**src/rtl/morra_match_driver.sv**
```systemverilog
// rtl/morra_match_driver.sv - Morra Cinese match initiator: collects player moves, drives the game core, keeps score
module morra_match_driver #(
    parameter int TIMEOUT_CYCLES = 255
) (
    input  logic       clk,
    input  logic       rst_n,
    input  logic       start,
    input  logic [3:0] cfg_extra,
    input  logic [1:0] p1_move,
    input  logic       p1_valid,
    output logic       p1_ready,
    input  logic [1:0] p2_move,
    input  logic       p2_valid,
    output logic       p2_ready,
    output logic [1:0] primo,
    output logic [1:0] secondo,
    output logic       inizia,
    input  logic [1:0] manche,
    input  logic [1:0] partita,
    output logic       busy,
    output logic       done,
    output logic       timeout,
    output logic [1:0] winner,
    output logic [4:0] wins1,
    output logic [4:0] wins2,
    output logic [4:0] ties,
    output logic [4:0] rejected
);

    localparam int TW = $clog2(TIMEOUT_CYCLES + 1);
    localparam logic [TW-1:0] TLAST = TW'(TIMEOUT_CYCLES - 1);

    typedef enum logic [2:0] {
        IDLE    = 3'd0,
        INIT    = 3'd1,
        COLLECT = 3'd2,
        PLAY    = 3'd3,
        CHECK   = 3'd4,
        DONE    = 3'd5
    } state_t;

    state_t        state, state_next;
    logic [3:0]    cfg_q;
    logic [1:0]    mv1, mv2;
    logic          have1, have2;
    logic          take1, take2;
    logic [TW-1:0] tcnt;

    function automatic logic [4:0] sat_inc(input logic [4:0] v);
        return (v == 5'd31) ? v : v + 5'd1;
    endfunction

    // A 00 move is never stored, so the player stays ready.
    assign take1 = (state == COLLECT) && !have1 && p1_valid && (p1_move != 2'b00);
    assign take2 = (state == COLLECT) && !have2 && p2_valid && (p2_move != 2'b00);

    always_comb begin
        state_next = state;
        primo      = 2'b00;
        secondo    = 2'b00;
        inizia     = 1'b0;
        p1_ready   = 1'b0;
        p2_ready   = 1'b0;
        busy       = 1'b0;
        case (state)
            IDLE, DONE: begin
                if (start) state_next = INIT;
            end
            INIT: begin
                busy       = 1'b1;
                inizia     = 1'b1;
                primo      = cfg_q[3:2];
                secondo    = cfg_q[1:0];
                state_next = COLLECT;
            end
            COLLECT: begin
                busy     = 1'b1;
                p1_ready = !have1;
                p2_ready = !have2;
                // A move arriving on the final allowed cycle still starts the round.
                if ((have1 || take1) && (have2 || take2)) state_next = PLAY;
                else if (tcnt == TLAST)                   state_next = DONE;
            end
            PLAY: begin
                busy       = 1'b1;
                primo      = mv1;
                secondo    = mv2;
                state_next = CHECK;
            end
            CHECK: begin
                busy       = 1'b1;
                state_next = (partita != 2'b00) ? DONE : COLLECT;
            end
            default: state_next = IDLE;
        endcase
    end

    always_ff @(posedge clk or negedge rst_n) begin
        if (!rst_n) begin
            state    <= IDLE;
            cfg_q    <= 4'd0;
            mv1      <= 2'b00;
            mv2      <= 2'b00;
            have1    <= 1'b0;
            have2    <= 1'b0;
            tcnt     <= '0;
            done     <= 1'b0;
            timeout  <= 1'b0;
            winner   <= 2'b00;
            wins1    <= 5'd0;
            wins2    <= 5'd0;
            ties     <= 5'd0;
            rejected <= 5'd0;
        end else begin
            state <= state_next;
            case (state)
                IDLE, DONE: begin
                    if (start) begin
                        cfg_q    <= cfg_extra;
                        mv1      <= 2'b00;
                        mv2      <= 2'b00;
                        have1    <= 1'b0;
                        have2    <= 1'b0;
                        done     <= 1'b0;
                        timeout  <= 1'b0;
                        winner   <= 2'b00;
                        wins1    <= 5'd0;
                        wins2    <= 5'd0;
                        ties     <= 5'd0;
                        rejected <= 5'd0;
                    end
                end
                INIT: tcnt <= '0;
                COLLECT: begin
                    tcnt <= tcnt + TW'(1);
                    if (take1) begin
                        mv1   <= p1_move;
                        have1 <= 1'b1;
                    end
                    if (take2) begin
                        mv2   <= p2_move;
                        have2 <= 1'b1;
                    end
                    if (state_next == DONE) begin
                        done    <= 1'b1;
                        timeout <= 1'b1;
                        winner  <= 2'b00;
                    end
                end
                PLAY: begin
                    case (manche)
                        2'b01:   wins1    <= sat_inc(wins1);
                        2'b10:   wins2    <= sat_inc(wins2);
                        2'b11:   ties     <= sat_inc(ties);
                        default: rejected <= sat_inc(rejected);
                    endcase
                    mv1   <= 2'b00;
                    mv2   <= 2'b00;
                    have1 <= 1'b0;
                    have2 <= 1'b0;
                end
                CHECK: begin
                    tcnt <= '0;
                    if (partita != 2'b00) begin
                        winner <= partita;
                        done   <= 1'b1;
                    end
                end
                default: ;
            endcase
        end
    end

endmodule

```
**config.mk**
```make
export PLATFORM = sky130hd
export DESIGN_NAME = morra_match_driver
export DESIGN_NICKNAME = d
export VERILOG_FILES = /design/src/rtl/morra_match_driver.sv
export SDC_FILE = /design/constraint.sdc
export NUM_CORES = 1
export LEC_CHECK = 0
export ABC_AREA = 1
export CORE_ASPECT_RATIO = 0.7
export CORE_MARGIN = 2
export CORE_UTILIZATION = 25
export CTS_BUF_LIST = sky130_fd_sc_hd__clkbuf_16
export DETAILED_ROUTE_END_ITERATION = 16
export PLACE_DENSITY = 0.41
export SYNTH_ARGS = -nofsm -noshare
export SYNTH_HDL_FRONTEND = slang
export SYNTH_SLANG_ARGS = --single-unit
```
**constraint.sdc**
```tcl
create_clock -name clk -period 2.05 [get_ports clk]
set_input_delay 0.205 -clock clk [delete_from_list [all_inputs] [get_ports clk]]
set_output_delay 0.205 -clock clk [all_outputs]
set_load 0.005 [all_outputs]
```
==> reports/metrics.cfg, run 1 <==
[logic_synthesis]
ys_warn_count=0
synthesis.area_mm2=0.00236
synthTopCellsByCount=nand2_1, dfrtp_1, inv_1
syn-num-nets=311
syn_area_per_cell_um2=8.32
synth-seq-area-share_pct=47.6
synth_edf_count=0
synth_top_area_share_pct=47.6
synth_cell_types=28
yosys-top-cells-area=dfrtp_1, nand2_1, ha_1, nand3_1, inv_1
netlist_instances=284
yosys_most_used_dff=dfrtp_1
async_flop_share_pct=100
synth_seq_cells=45
synth_most_common_cell=nand2_1
yosysTopAreaCell=dfrtp_1

[die]
ios=49
core_area_mm2=0.00911
dieArea_mm2=0.0103
num_rows=29
die_x_um=120
initial_utilization_pct=26.0
die_height_um=85.4

[drt]
avgRoutedWirePerCell_um=13.4
vias=2079
vias_per_cell=4.36
dr.pass1.iters=4
drc=0
antenna_left=0
wl_mm=6.39
drtIter0Drc=107

[worst_setup_path]
crit_chain=inv_1, nand3_1, nand2_2, nor2_1, nand2_1, clkdlybuf4s50_1
arrival_ns=1.77
critPathMaxFanout=6
worstSetupStartpointType=register
path_class=reg -> out
critPathCaptureType=output port
worst-r2r-setup-slack_ns=0.28
cp_data_required_time_ns=1.85
slowest_stage=clkdlybuf4s50_1
cpPeakStageDelay_ns=0.50
rr_worst_depth=10
r2r-start=rejected[0]
r2r_end=rejected[3]

[pwr]
power_density_mw_per_mm2=1120
irDropWorstVdd_uv=394
p_leak_nw=1.61

[cts]
cts_buffers=5
clk_pin_slew_ns=0.06
clockBufferDepth=2
cts_tree=done
htreeDepth=2
clkLatencyLatePin_ns=0.29
cts-root-buf=clkbuf_16
cts.sinks=45

[global_route]
grt_pass1_wl_mm=10.8
grt_max_degree=30
grt_antenna_before_repair=0
gr-total-overflow=0
first_global_vias=2071
grt_use_total_pct=13.5

[layout]
final_nets=379
drive_gt1_share_pct=13.6
finalInstanceArea_mm2=0.00334
nFillCells=933
area_delta_synth_final_pct=41.3
final_cells=477
antennaDiodeCount=0

[sta]
drv_slew=0
finalCriticalPeriod_ns=1.98
fmax_ghz=0.506
setup_viol=0
rsz0062_at_grt=false
finalClockSkew_ns=0.00836
slew_headroom_pct=71.2
tightest_slew_ns=0.432
hold_violations=0
period_share_pct=96.5
fin_tns_setup_ns=0

[placed_design]
dpl.hpwl_mm=4.61
dp_cells=460
placed_area_mm2=0.00305
io_buffers=48
gp_congestion=0.766

[min_path]
min_path_type=in -> async

[status]
status=completed

[run]
cap_violations=0

## where the power goes
part / internal (W) / total [W] / switching (W)
Combinational: 0.000732 / 0.00158 / 0.000845
Clock: 0.000567 / 0.000920 / 0.000353
Sequential: 0.00108 / 0.00126 / 0.000174
Total: 0.00238 / 0.00376 / 0.00137
## final cells by class
cell class                 count  area (um^2)  area share [%]
clock buffer                   5          125            3.75
multi-input combinational    204         1110            33.3
clock inverter                 3         37.5            1.12
inverter                      31          116            3.48
tap                          124          155            4.64
sequential                    45         1130            33.7
timing repair buffer          65          667            20.0
## per-stage QoR
stage	setup WS, ns	power, W	hold slack [ns]	util [%]
after floorplan	0.309	0.00204	-0.0906	-
after global placement	0.216	0.00275	0.181	33.5
after detailed placement	0.258	0.00272	0.175	33.5
after CTS	0.00265	0.00374	0.396	36.0
after global routing	0.000755	0.00404	0.450	36.7
final	0.0723	0.00376	0.390	36.7
## layer usage
metal  up-vias  track usage [%]  wire, um
li1       1082                -         -
met1       941             20.5      3540
met2        48             18.3      2460
met3         8             3.49       292
met4         0             4.76        93
met5         -                0         0
## worst max-delay path, delay by kind of cell (launching register included)
family	cells	cell delay, ns
buf+inv	2	0.61
simple gates	4	0.41
flops	1	0.47
## cells in the final DEF (no fill, tap or decap), types with 3 or more instances in the layout
master           Yosys  final
clkbuf_16            0      5
nand2_1             70     69
nand2_2              8      9
clkdlybuf4s50_1      0     44
nand4_1              3      3
dfrtp_1             45     44
a22o_1               8      8
dlymetal6s2s_1       0      3
buf_4                1     12
o21ai_0             18     18
ha_1                10     10
nor3_2               6      7
nand3_1             25     25
inv_2                3      3
a21oi_1             12     12
inv_1               27     28
nor2_1              26     25
## worst max-delay path by stage
| stage | start | to | slack [ns] | cells past startpoint |
|---|---|---|---|---|
| floorplan | rejected[0] | rejected[3] | 0.31 | 10 |
| global placement | wins2[0] | wins2[3] | 0.22 | 10 |
| detailed placement | wins2[0] | wins2[3] | 0.26 | 10 |
| CTS | state[1] | primo[0] | 0.003 | 5 |
| global route | state[1] | busy | 0.0008 | 6 |
| finish | state[1] | busy | 0.07 | 6 |
## sequential cells by signal, indices dropped and copies added (netlist names)
register / flops
wins1: 5
rejected: 5
winner: 2
mv1: 2
ties: 5
timeout: 1
cfg_q: 4
have2: 1
wins2: 5
done: 1
mv2: 2
have1: 1
tcnt: 8
state: 3
## logic make-up after synthesis
family / synth area share (%)
simple gates: 28.6
compound gates: 11.5
flops: 47.6
buf+inv: 6.14
fa+ha+maj: 5.29
xor+xnor: 0.371
mux: 0.424
## timing repair
action / in CTS / in global routing
pin swaps: 1 / 1
buffers inserted: 2 / 5
gates resized for setup: 2 / 8
cloned: 1 / 0
setup endpoints to repair: 5 / 7
hold buffers: 1 / 0
hold endpoints to repair: 16 / 0
No activity file was read; power rests on OpenSTA's default activity.
==> inputs of run 2 (changes only) <==
--- a/config.mk
+++ b/config.mk
@@ -10,8 +10,10 @@
 export CORE_MARGIN = 2
 export CORE_UTILIZATION = 25
 export CTS_BUF_LIST = sky130_fd_sc_hd__clkbuf_16
+export CTS_CLUSTER_SIZE = 24
 export DETAILED_ROUTE_END_ITERATION = 16
 export PLACE_DENSITY = 0.41
+export SETUP_SLACK_MARGIN = 0.2
 export SYNTH_ARGS = -nofsm -noshare
 export SYNTH_HDL_FRONTEND = slang
 export SYNTH_SLANG_ARGS = --single-unit
==> run 2 against run 1 <==
Clock skew is essentially flat. Critical path type unchanged. Hold slack lost 0.0014 ns. Critical endpoint is now primo[0]. Global-route usage grew 0.21 points.
==> reports/metrics.cfg, run 2 (same netlist as run 1, synthesis figures left out) <==
[cts]
htreeDepth=2
cts_buffers=5
cts-root-buf=clkbuf_16
cts.sinks=45
clkLatencyLatePin_ns=0.29
clk_pin_slew_ns=0.06
clockBufferDepth=2
cts_tree=done

[sta]
worst_slack_ns=0.260
setup_viol=0
hold_violations=0
finalCriticalPeriod_ns=1.79
rsz0062_at_grt=true
fin_tns_setup_ns=0
period_share_pct=87.3
finalClockSkew_ns=0.00847
tightest_slew_ns=0.430
drv_slew=0
fmax_ghz=0.559
slew_headroom_pct=71.3

[min_path]
min_path_type=in -> async

[global_route]
grt_max_degree=30
grt_antenna_before_repair=0
grt_use_total_pct=13.7
first_global_vias=2100
grt_pass1_wl_mm=11.0
gr-total-overflow=0

[layout]
final_common_cell=nand2_1
final_nets=381
layout_common_cells=nand2_1, dfrtp_1, clkdlybuf4s50_1
antennaDiodeCount=0
area_delta_synth_final_pct=42.5
finalInstanceArea_mm2=0.00337
regMostFlops=tcnt
largest_reg_flops=8
drive_gt1_share_pct=16.1

[die]
die_x_um=120
die_height_um=85.4
ios=49
dieArea_mm2=0.0103
core_area_mm2=0.00911
initial_utilization_pct=26.0
num_rows=29

[placed_design]
placed_area_mm2=0.00305
dpl.hpwl_mm=4.61
io_buffers=48
dp_slack_ns=0.258
gp_congestion=0.766

[worst_setup_path]
cp_data_required_time_ns=1.85
endpoint=primo[0]
cp.depth=6
cpPeakStageDelay_ns=0.40
r2r_end=wins2[3]
worstSetupStartpointType=register
worst-r2r-setup-slack_ns=0.34
path_class=reg -> out
rr_worst_depth=10
slowest_stage=dfrtp_1
arrival_ns=1.59
worst_path_dominant_cell_family=buffers and inverters
r2r-start=wins2[0]
worstSetupStartpoint=state[0]
crit_buf_inv=3
critPathMaxFanout=6
critPathCaptureType=output port
crit_chain=buf_4, nand2_2, nor2_2, buf_6, a22o_1, dlygate4sd2_1

[drt]
drtIter0Drc=123
dr.pass1.iters=4
wl_mm=6.43
antenna_left=0
vias=2090
vias_per_cell=4.36
drc=0
avgRoutedWirePerCell_um=13.4

[pwr]
power_density_mw_per_mm2=1120
p_leak_nw=1.59
irDropWorstVdd_uv=396

[run]
cap_violations=0

[status]
status=completed

==> run 2: area by class of cell <==
type / instances / area [um^2]
Clock buffer: 5 / 125
Clock inverter: 3 / 37.5
Fill cell: 934 / 5740
Inverter: 31 / 124
Multi-Input combinational cell: 204 / 1130
Sequential cell: 45 / 1130
Tap cell: 124 / 155
Timing Repair Buffer: 67 / 664
==> run 2: where the power goes <==
| part | internal, W | total, W | leakage [nW] | switching, W |
|---|---|---|---|---|
| clock network | 0.000567 | 0.000919 | 0.0826 | 0.000351 |
| logic | 0.000730 | 0.00160 | 0.903 | 0.000871 |
| registers | 0.00108 | 0.00125 | 0.609 | 0.000169 |
==> run 2: how the worst min path moves through the flow <==
| stage | cells past startpoint | end | start | slack (ns) |
|---|---|---|---|---|
| after detailed placement | 1 | tcnt[3] | rst_n | 0.17 |
| after floorplan | 0 | cfg_q[0] | rst_n | -0.09 |
| after global placement | 1 | tcnt[3] | rst_n | 0.18 |
| after CTS | 2 | mv1[0] | rst_n | 0.40 |
| final | 2 | tcnt[2] | rst_n | 0.39 |
| after global routing | 2 | mv1[0] | rst_n | 0.45 |
==> run 2: through the flow <==
stage	hold WS (ns)	std cells	util (%)	power, W
after floorplan	-0.0906	284	-	0.00204
after global placement	0.181	460	33.5	0.00275
after detailed placement	0.175	460	33.5	0.00272
after CTS	0.396	477	36.4	0.00376
after global routing	0.450	479	37.0	0.00407
final	0.388	479	37.0	0.00377
==> run 2: what timing repair did <==
action / CTS / global route
resized for setup: 13 / 10
endpoints found under the hold margin: 16 / 0
hold buffers: 1 / 0
setup endpoints to repair: 8 / 22
pin swaps: 1 / 0
setup buffers: 7 / 2
cloned: 1 / 0
==> run 2: layer usage <==
layer | GRT usage, % | wire length, um | vias to the layer above
met3 | 3.49 | 269 | 8
met2 | 18.9 | 2500 | 38
met4 | 4.76 | 93 | 0
li1 | - | - | 1087
met5 | 0 | 0 | -
met1 | 20.6 | 3560 | 957
==> run 2: worst reg2reg max path: cells and delay by family, from the launching register on <==
kind	cells	cell delay (ns)
flops	1	0.42
fa+ha+maj	2	0.42
simple gates	8	0.76
